## src/rtl/sap1_pkg.sv

```systemverilog
// SAP-1 shared definitions: control-word bit positions, FSM state type, default widths.
package sap1_pkg;

  localparam int SAP1_DATA_W = 8;
  localparam int SAP1_ADDR_W = 4;
  localparam int CTRL_W      = 12;

  // Control-word bit indices, all active-high.
  localparam int CP = 11;
  localparam int EP = 10;
  localparam int LM = 9;
  localparam int CE = 8;
  localparam int LI = 7;
  localparam int EI = 6;
  localparam int LA = 5;
  localparam int EA = 4;
  localparam int SU = 3;
  localparam int EU = 2;
  localparam int LB = 1;
  localparam int LO = 0;

  typedef enum logic {
    PROG = 1'b0,
    RUN  = 1'b1
  } state_e;

endpackage

```

## src/rtl/sap1_ram16x8.sv

```systemverilog
// 2**ADDR_W x DATA_W RAM: write lands at the clock edge, read is combinational (zero latency); never stalls.
// With SAP1_MEM_PARITY_EN each word carries an even-parity bit and par_err_o flags a mismatch on the read port.
module sap1_ram16x8 #(
  parameter int DATA_W = 8,
  parameter int ADDR_W = 4
) (
  input  logic              clk_i,
  input  logic              we_i,
  input  logic [ADDR_W-1:0] waddr_i,
  input  logic [DATA_W-1:0] wdata_i,
  input  logic [ADDR_W-1:0] raddr_i,
`ifdef SAP1_MEM_PARITY_EN
  output logic              par_err_o,
`endif
  output logic [DATA_W-1:0] rdata_o
);

  localparam int DEPTH = 2 ** ADDR_W;

  // Contents are deliberately not reset so a loaded program survives rstn_i.
  logic [DATA_W-1:0] mem [DEPTH];

  always_ff @(posedge clk_i) begin
    if (we_i) mem[waddr_i] <= wdata_i;
  end

  assign rdata_o = mem[raddr_i];

`ifdef SAP1_MEM_PARITY_EN
  logic par_mem [DEPTH];

  always_ff @(posedge clk_i) begin
    if (we_i) par_mem[waddr_i] <= ^wdata_i;
  end

  // Stored bit makes data+parity even; any odd total is an error.
  assign par_err_o = par_mem[raddr_i] ^ (^mem[raddr_i]);
`endif

endmodule

```

## src/rtl/sap1_mem_unit.sv

```systemverilog
// SAP-1 fetch/memory stage (PC, MAR, RAM, PROG/RUN FSM); bus_o is combinational, all else registered; program port never back-pressures in PROG.
// Optional per-word parity with sticky parity_err_o when SAP1_MEM_PARITY_EN is defined.
module sap1_mem_unit
  import sap1_pkg::*;
#(
  parameter int DATA_W = SAP1_DATA_W,
  parameter int ADDR_W = SAP1_ADDR_W
) (
  input  logic              clk_i,
  input  logic              rstn_i,
  input  logic [CTRL_W-1:0] ctrl_word_i,
  input  logic [DATA_W-1:0] bus_i,
  output logic [DATA_W-1:0] bus_o,
  output logic              bus_oe_o,
  input  logic              prog_mode_i,
  input  logic              prog_valid_i,
  output logic              prog_ready_o,
  input  logic [ADDR_W-1:0] prog_addr_i,
  input  logic [DATA_W-1:0] prog_data_i,
  output logic [ADDR_W-1:0] pc_o,
  output logic [ADDR_W-1:0] mar_o,
  output logic              run_o,
`ifdef SAP1_MEM_PARITY_EN
  output logic              parity_err_o,
`endif
  output logic              bus_conflict_o
);

  state_e            state_q;
  logic [ADDR_W-1:0] pc_q;
  logic [ADDR_W-1:0] mar_q;
  logic [DATA_W-1:0] ram_rdata;
  logic              run_st;
  logic              cp_en, ep_en, lm_en, ce_en;
  logic              ram_we;

  assign run_st = (state_q == RUN);

  // Control bits only count in RUN; in PROG the controller word is ignored.
  assign cp_en = run_st & ctrl_word_i[CP];
  assign ep_en = run_st & ctrl_word_i[EP];
  assign lm_en = run_st & ctrl_word_i[LM];
  assign ce_en = run_st & ctrl_word_i[CE];

  assign ram_we = ~run_st & prog_valid_i;

  logic unused_bits;
  assign unused_bits = ^{ctrl_word_i[LI:LO], bus_i[DATA_W-1:ADDR_W]};

  always_ff @(posedge clk_i or negedge rstn_i) begin
    if (!rstn_i) begin
      state_q        <= PROG;
      pc_q           <= '0;
      mar_q          <= '0;
      run_o          <= 1'b0;
      prog_ready_o   <= 1'b1;
      bus_conflict_o <= 1'b0;
    end else if (!run_st) begin
      if (!prog_mode_i) begin
        state_q      <= RUN;
        pc_q         <= '0;
        mar_q        <= '0;
        run_o        <= 1'b1;
        prog_ready_o <= 1'b0;
      end
    end else begin
      // Control bits still take effect on the edge that returns to PROG.
      if (cp_en)          pc_q           <= pc_q + 1'b1;
      if (lm_en)          mar_q          <= bus_i[ADDR_W-1:0];
      if (ep_en && ce_en) bus_conflict_o <= 1'b1;
      if (prog_mode_i) begin
        state_q      <= PROG;
        run_o        <= 1'b0;
        prog_ready_o <= 1'b1;
      end
    end
  end

  assign pc_o  = pc_q;
  assign mar_o = mar_q;

  // Ep wins over CE when both drive the bus.
  always_comb begin
    bus_o    = '0;
    bus_oe_o = 1'b0;
    if (ep_en) begin
      bus_o    = DATA_W'(pc_q);
      bus_oe_o = 1'b1;
    end else if (ce_en) begin
      bus_o    = ram_rdata;
      bus_oe_o = 1'b1;
    end
  end

`ifdef SAP1_MEM_PARITY_EN
  logic ram_par_err;

  always_ff @(posedge clk_i or negedge rstn_i) begin
    if (!rstn_i)                  parity_err_o <= 1'b0;
    else if (ce_en && ram_par_err) parity_err_o <= 1'b1;
  end
`endif

  sap1_ram16x8 #(
    .DATA_W (DATA_W),
    .ADDR_W (ADDR_W)
  ) u_ram (
    .clk_i     (clk_i),
    .we_i      (ram_we),
    .waddr_i   (prog_addr_i),
    .wdata_i   (prog_data_i),
    .raddr_i   (mar_q),
`ifdef SAP1_MEM_PARITY_EN
    .par_err_o (ram_par_err),
`endif
    .rdata_o   (ram_rdata)
  );

endmodule

```

## config.mk

```make
export PLATFORM = sky130hd
export DESIGN_NAME = sap1_mem_unit
export DESIGN_NICKNAME = d
export VERILOG_FILES = /design/src/rtl/sap1_pkg.sv /design/src/rtl/sap1_ram16x8.sv /design/src/rtl/sap1_mem_unit.sv
export SDC_FILE = /design/constraint.sdc
export NUM_CORES = 1
export LEC_CHECK = 0
export ABC_AREA = 1
export BUFFER_PORTS_ARGS = -buffer_cell sky130_fd_sc_hd__buf_2
export CAP_MARGIN = 15
export CORE_MARGIN = 2
export CORE_UTILIZATION = 63
export CTS_CLUSTER_DIAMETER = 30
export CTS_CLUSTER_SIZE = 24
export DETAILED_ROUTE_END_ITERATION = 12
export GPL_ROUTABILITY_DRIVEN = 1
export PLACE_DENSITY = 0.84
export SYNTH_ARGS = -nofsm -noshare
export SYNTH_HDL_FRONTEND = slang
export SYNTH_SLANG_ARGS = --single-unit
```

## constraint.sdc

```tcl
create_clock -name clk_i -period 5.8 [get_ports clk_i]
set_clock_uncertainty 0.2 [all_clocks]
set_input_delay 0.29 -clock clk_i [delete_from_list [all_inputs] [get_ports clk_i]]
set_output_delay 0.29 -clock clk_i [all_outputs]
set_load 0.05 [all_outputs]
```

Yosys cells after proc, flatten, opt, wreduce, memory -nomap -nowiden:

Memory sizes are Yosys's and may differ from the RTL's.
Index checks and enable logic that the tools add are counted.

* RAM bits: 128
* register bits: 12
* input bits: 36
* memories kept: 1
* word-level logic and storage cells: 41
* output and inout port bits: 20

Memory list
* u_ram.mem: depth 16, width 8, read ports 1, clocked after memory_dff 0, wr ports 1, line sap1_ram16x8.sv:21 `logic [DATA_W-1:0] mem [DEPTH];`

* reduce and logical (&&, ||, !) cells: 5
* mux-type cells: 18
* add/subtract/negate cells: 1
* bitwise operators: 6
* eq/ne operators: 4

Operators by type and width (count)
* $mux W4: 5
* $mux W8: 2
* $mux W1: 11
* $reduce_and A2 Y1: 4
* $ne A2 B1 Y1 const B: 3
* $and A1 B1 Y1: 5
* $add A4 B1 Y4 const B: 1
* $ne A2 B2 Y1 const B: 1
* $logic_and A1 B1 Y1: 1
* $not A1 Y1: 1

Logic depth before layout (Yosys ltp):

* depth in word-level cells: 4
* depth in mapped cells: 11
* mapped depth without buffers: 9

Hierarchy:

Synthesis repeated with hierarchy kept, for this count alone.

* cells, all modules: 623
* area, all modules: 6232.2 um2

By module, submodules not included
* sap1_ram16x8: seq. area each 3843.7 um2, cells an instance 543, instances 1, area each 5606.6 um2
* sap1_mem_unit: seq. area each 301.5 um2, cells an instance 80, instances 1, area each 625.6 um2

Least setup slack after synthesis:

OpenSTA, ideal clock, no wires.

* kind: reg2out
* start: register mar_q[1] (netlist: mar_o[1])
* end: output port bus_o[5]
* data required time: 5.310 ns
* buffers on the path: 2
* stages on the path, launching flop included: 9
* data arrival time: 2.103 ns
* slack: 3.207 ns
* cells stage by stage: dfrtp_1 > buf_2 > inv_2 > buf_2 > nor2_1 > o21ai_1 > nand3_1 > nand3_1 > a21oi_1

* longest elaborated chain between the ends: 3

Ends and longest elaborated chain
* from (decl): line sap1_mem_unit.sv:31 `logic [ADDR_W-1:0] mar_q;`
* from (signal assigned): line sap1_mem_unit.sv:69 `if (lm_en) mar_q <= bus_i[ADDR_W-1:0];`
* $mem_v2 Z16 W8
* $mux W8: line sap1_mem_unit.sv:89 `end else if (ce_en) begin`
* $mux W8: line sap1_mem_unit.sv:86 `if (ep_en) begin`
* to (decl): line sap1_mem_unit.sv:13 `output logic [DATA_W-1:0] bus_o,`

No other way between the ends.

Worst setup path in the final report:

* start: register mar_q[0] (netlist: mar_o[0])
* end: output port bus_o[2]

Same word-level chain as after synthesis.

==> summary.md <==
| Metric | Value |
|---|---|
| Post-CTS resize count | `0` |
| Outcome | `finished clean` |
| Int Pwr | `1.773 mW` |
| Met3 wire length | `1225 microns` |
| M1 wire length | `5316 microns` |
| Synth Area in Simple Gates | `20.86%` |
| Mux cell area share after synthesis | `0%` |
| Max_cap viols | `0` |
| Slew Viols, Final | `0` |
| Core area | `9284 sq um` |
| Clk Tree Root Cell | `clkbuf_8` |
| CTS tree | `done` |
| Synth Flop Type | `edfxtp_1` |
| CP most frequent cell | `nand2_1` |
| Area after DPL | `6245 sq um` |
| Top cell type's share of synthesized area | `63.33%` |
| Max Freq | `262.2 MHz` |
| H-tree levels | `4` |
| Critical Path Start | `mar_o[0]$_DFFE_PN0P_` |
| Main area contributors after synthesis | `edfxtp_1, nand2_1, nand3_1, dfrtp_1, inv_1` |
| Dpl hpwl | `7858 microns` |
| Row cnt | `35` |
| Total negative slack | `0 ps` |
| Sequential Power Share | `47.1%` |
| Yosys cell types | `22` |
| Share of cells above drive strength 1 | `12.44%` |
| Worst-path cell chain | `buf_4 > inv_2 > nand2_1 > nand2_1 > nand2_1 > nand3_1 > nand3_1 > nand2_1 > nand2_1 > nand2_1 > buf_2` |
| PD cells | `341.6 nW/um^2` |
| Ys async rst share | `8.571%` |
| Vias in the first global route | `4382` |
| Clk Latency, worst-skew pair | `530 ps` |
| Initial DRT Pass Iterations | `6` |
| Pin count of the biggest net entering global routing | `67` |
| Switching share of power | `26.38%` |
| Clock sink total | `140` |
| Nets | `675` |
| CTS clk-pin slew, worst paths | `60 ps` |
| Startpoint types | `flop` |
| P_leak | `2.938 nW` |
| Max VDD drop | `232.0 uV` |
| Die X | `102.2 microns` |
| Adder-Cell Fraction of Synth Area | `0.2061%` |
| Post-synth EDFFs | `128` |
| HP Class | `in -> async` |
| CTS Hold Buffers Added | `25` |
| RSZ-0062 raised after global routing | `false` |
| Post-Route WL | `14450 microns` |
| CP Class | `reg -> out` |
| DR WL/cell | `18.53 microns` |
| Avg Synthesized Cell Area | `10.56 sq um` |
| DR top layer | `met4` |
| Clock power frac | `41.5%` |
| PortBufs | `43` |
| Commonest non-fill, non-tap cells in the layout | `nand2_1, edfxtp_1, nand3_1, inv_1, nor2_1` |
| Die area | `10440 sq um` |
| Iter 0 DRT Violations | `460` |
| DRC | `0` |
| Cells after Synth | `575` |
| Longest Clk Path Bufs | `2` |
| Fin. Hold Viols | `0` |
| # IOs | `56` |
| Total track usage | `29.39%` |
| Worst-Margin Slew | `1117 ps` |
| Yosys Warn Count | `0` |
| CP max FO | `66` |
| Compound-Gate Fraction of Synth Area | `2.639%` |
| Logic gate share of total power | `11.3%` |
| Worst Path Arrival | `3320 ps` |
| First-pass GRT wire length | `22380 microns` |
| CP Data Required Time | `5310 ps` |
| Final Cycle Share | `65.76%` |
| Via count | `4439` |
| Commonest non-fill, non-tap cell in the layout | `nand2_1` |
| DIE HEIGHT | `102.2 microns` |
| Largest area contributor in the netlist | `edfxtp_1` |
| Slowest stage cell, crit path | `inv_2` |
| DR vias/cell | `5.691` |
| Seq cells post-synth | `140` |
| GRT overflow | `0` |
| TritonCTS buffer count | `17` |
| Mapped Area | `6070 sq um` |
| Fin crit period | `3814 ps` |
| Crit path capture type | `output port` |
| GP Congestion | `0.8084` |
| Worst path max stage delay | `910 ps` |
| Final instance area | `7051 sq um` |
| Xor-xnor portion of the synthesized cell area | `0.1443%` |
| Syn nets | `612` |
| DRT antenna net count | `0` |
| Final setup vio count | `0` |
| Starting density of the core | `65.38%` |
| Largest family of logic cells by synthesized area | `simple AND/OR/NAND/NOR gates` |
| Net Switching | `635.4 uW` |
| Sequential fraction of the synthesis area | `68.30%` |
| Diodes inserted | `0` |
| DR WL met2 | `7524 microns` |
| Initial antenna violation count | `0` |
| Post-CTS setup buffers | `0` |
| R2r startpoint | `mar_o[0]$_DFFE_PN0P_` |
| Worst rel slew slack | `25.41%` |
| Area Overhead vs Synth | `16.16%` |
kinds of logic (layout without fill, tap and decap cells):
kind of cell,count (synthesis),in the layout
and+or+nand+nor,307,307
DFF,140,140
buffers and inverters,95,171
AOI/OAI and AO/OA,31,31
adders and majority gates,1,1
xor gates and xnor gates,1,1
state kept, by name (all words and copies together) (netlist names):
signal,count
prog_ready_o,1
run_st,1
u_ram.mem,128
mar_o,4
run_o,1
bus_conflict_o,1
pc_o,4
area by class of cell:
class                      count  area (sq um)
fill                         545          2233
timing repair buffer          70         480.5
clock inverter                11         83.83
sequential                   140          4146
tap                          129         161.4
clock buffer                  21         471.7
inverter                      69         259.0
multi-input combinational    340          1448
worst paths after layout:
path	end	slack [ps]	cells after the start
worst max-delay path	bus_o[2]	1990	11
worst min-delay path	prog_ready_o$_DFFE_PN1P_	40	2
worst max register to register	mar_o[0]$_DFFE_PN0P_	2980	4
worst min register to register	prog_ready_o$_DFFE_PN1P_	270	2
max in group asynchronous	mar_o[0]$_DFFE_PN0P_	4390	3
min in group clk_i	mar_o[1]$_DFFE_PN0P_	80	4
synthesized netlist by cell type, types with 2 or more instances:
cell type and count:
nor2_1 52, dfrtp_1 11, edfxtp_1 128, inv_2 3, nand3_1 83, o21ai_1 16
buf_8 2, inv_1 65, nand3b_1 2, nand2_1 169, a21oi_1 7, buf_2 12
o21ai_0 6, buf_6 11
power groups by stage:
stage	Sequential, mW	Combinational [mW]	Clock (mW)
after floorplan	1.18	0.166	0
after global routing	1.14	0.294	1.05
final	1.14	0.273	1.00
after CTS	1.13	0.266	0.997
after detailed placement	1.16	0.247	0
after global placement	1.15	0.239	0
per-layer routing:
layer | vias up | GRT usage (%)
met5 | - | 0
met4 | 0 | 14.05
met3 | 36 | 6.088
met2 | 292 | 49.39
met1 | 2085 | 36.80
li1 | 2026 | -
through the flow:
stage | hold WS, ps | power (mW) | util, % | std cells | setup WS [ps]
floorplan | -205.6 | 1.344 | - | 575 | 3207
global placement | -29.35 | 1.392 | 67.26 | 723 | 2780
detailed placement | -23.00 | 1.402 | 67.26 | 723 | 2730
CTS | 4.194 | 2.397 | 75.94 | 780 | 2053
global route | 59.79 | 2.483 | 75.94 | 780 | 1792
finish | 35.20 | 2.409 | 75.94 | 780 | 1986
worst max-delay path, delay by kind of cell (launching register included):
kind          cells  cell delay (ps)
flops             1              390
simple gates      8              890
buf+inv           3             1500
(Power assumes the default switching activity.)
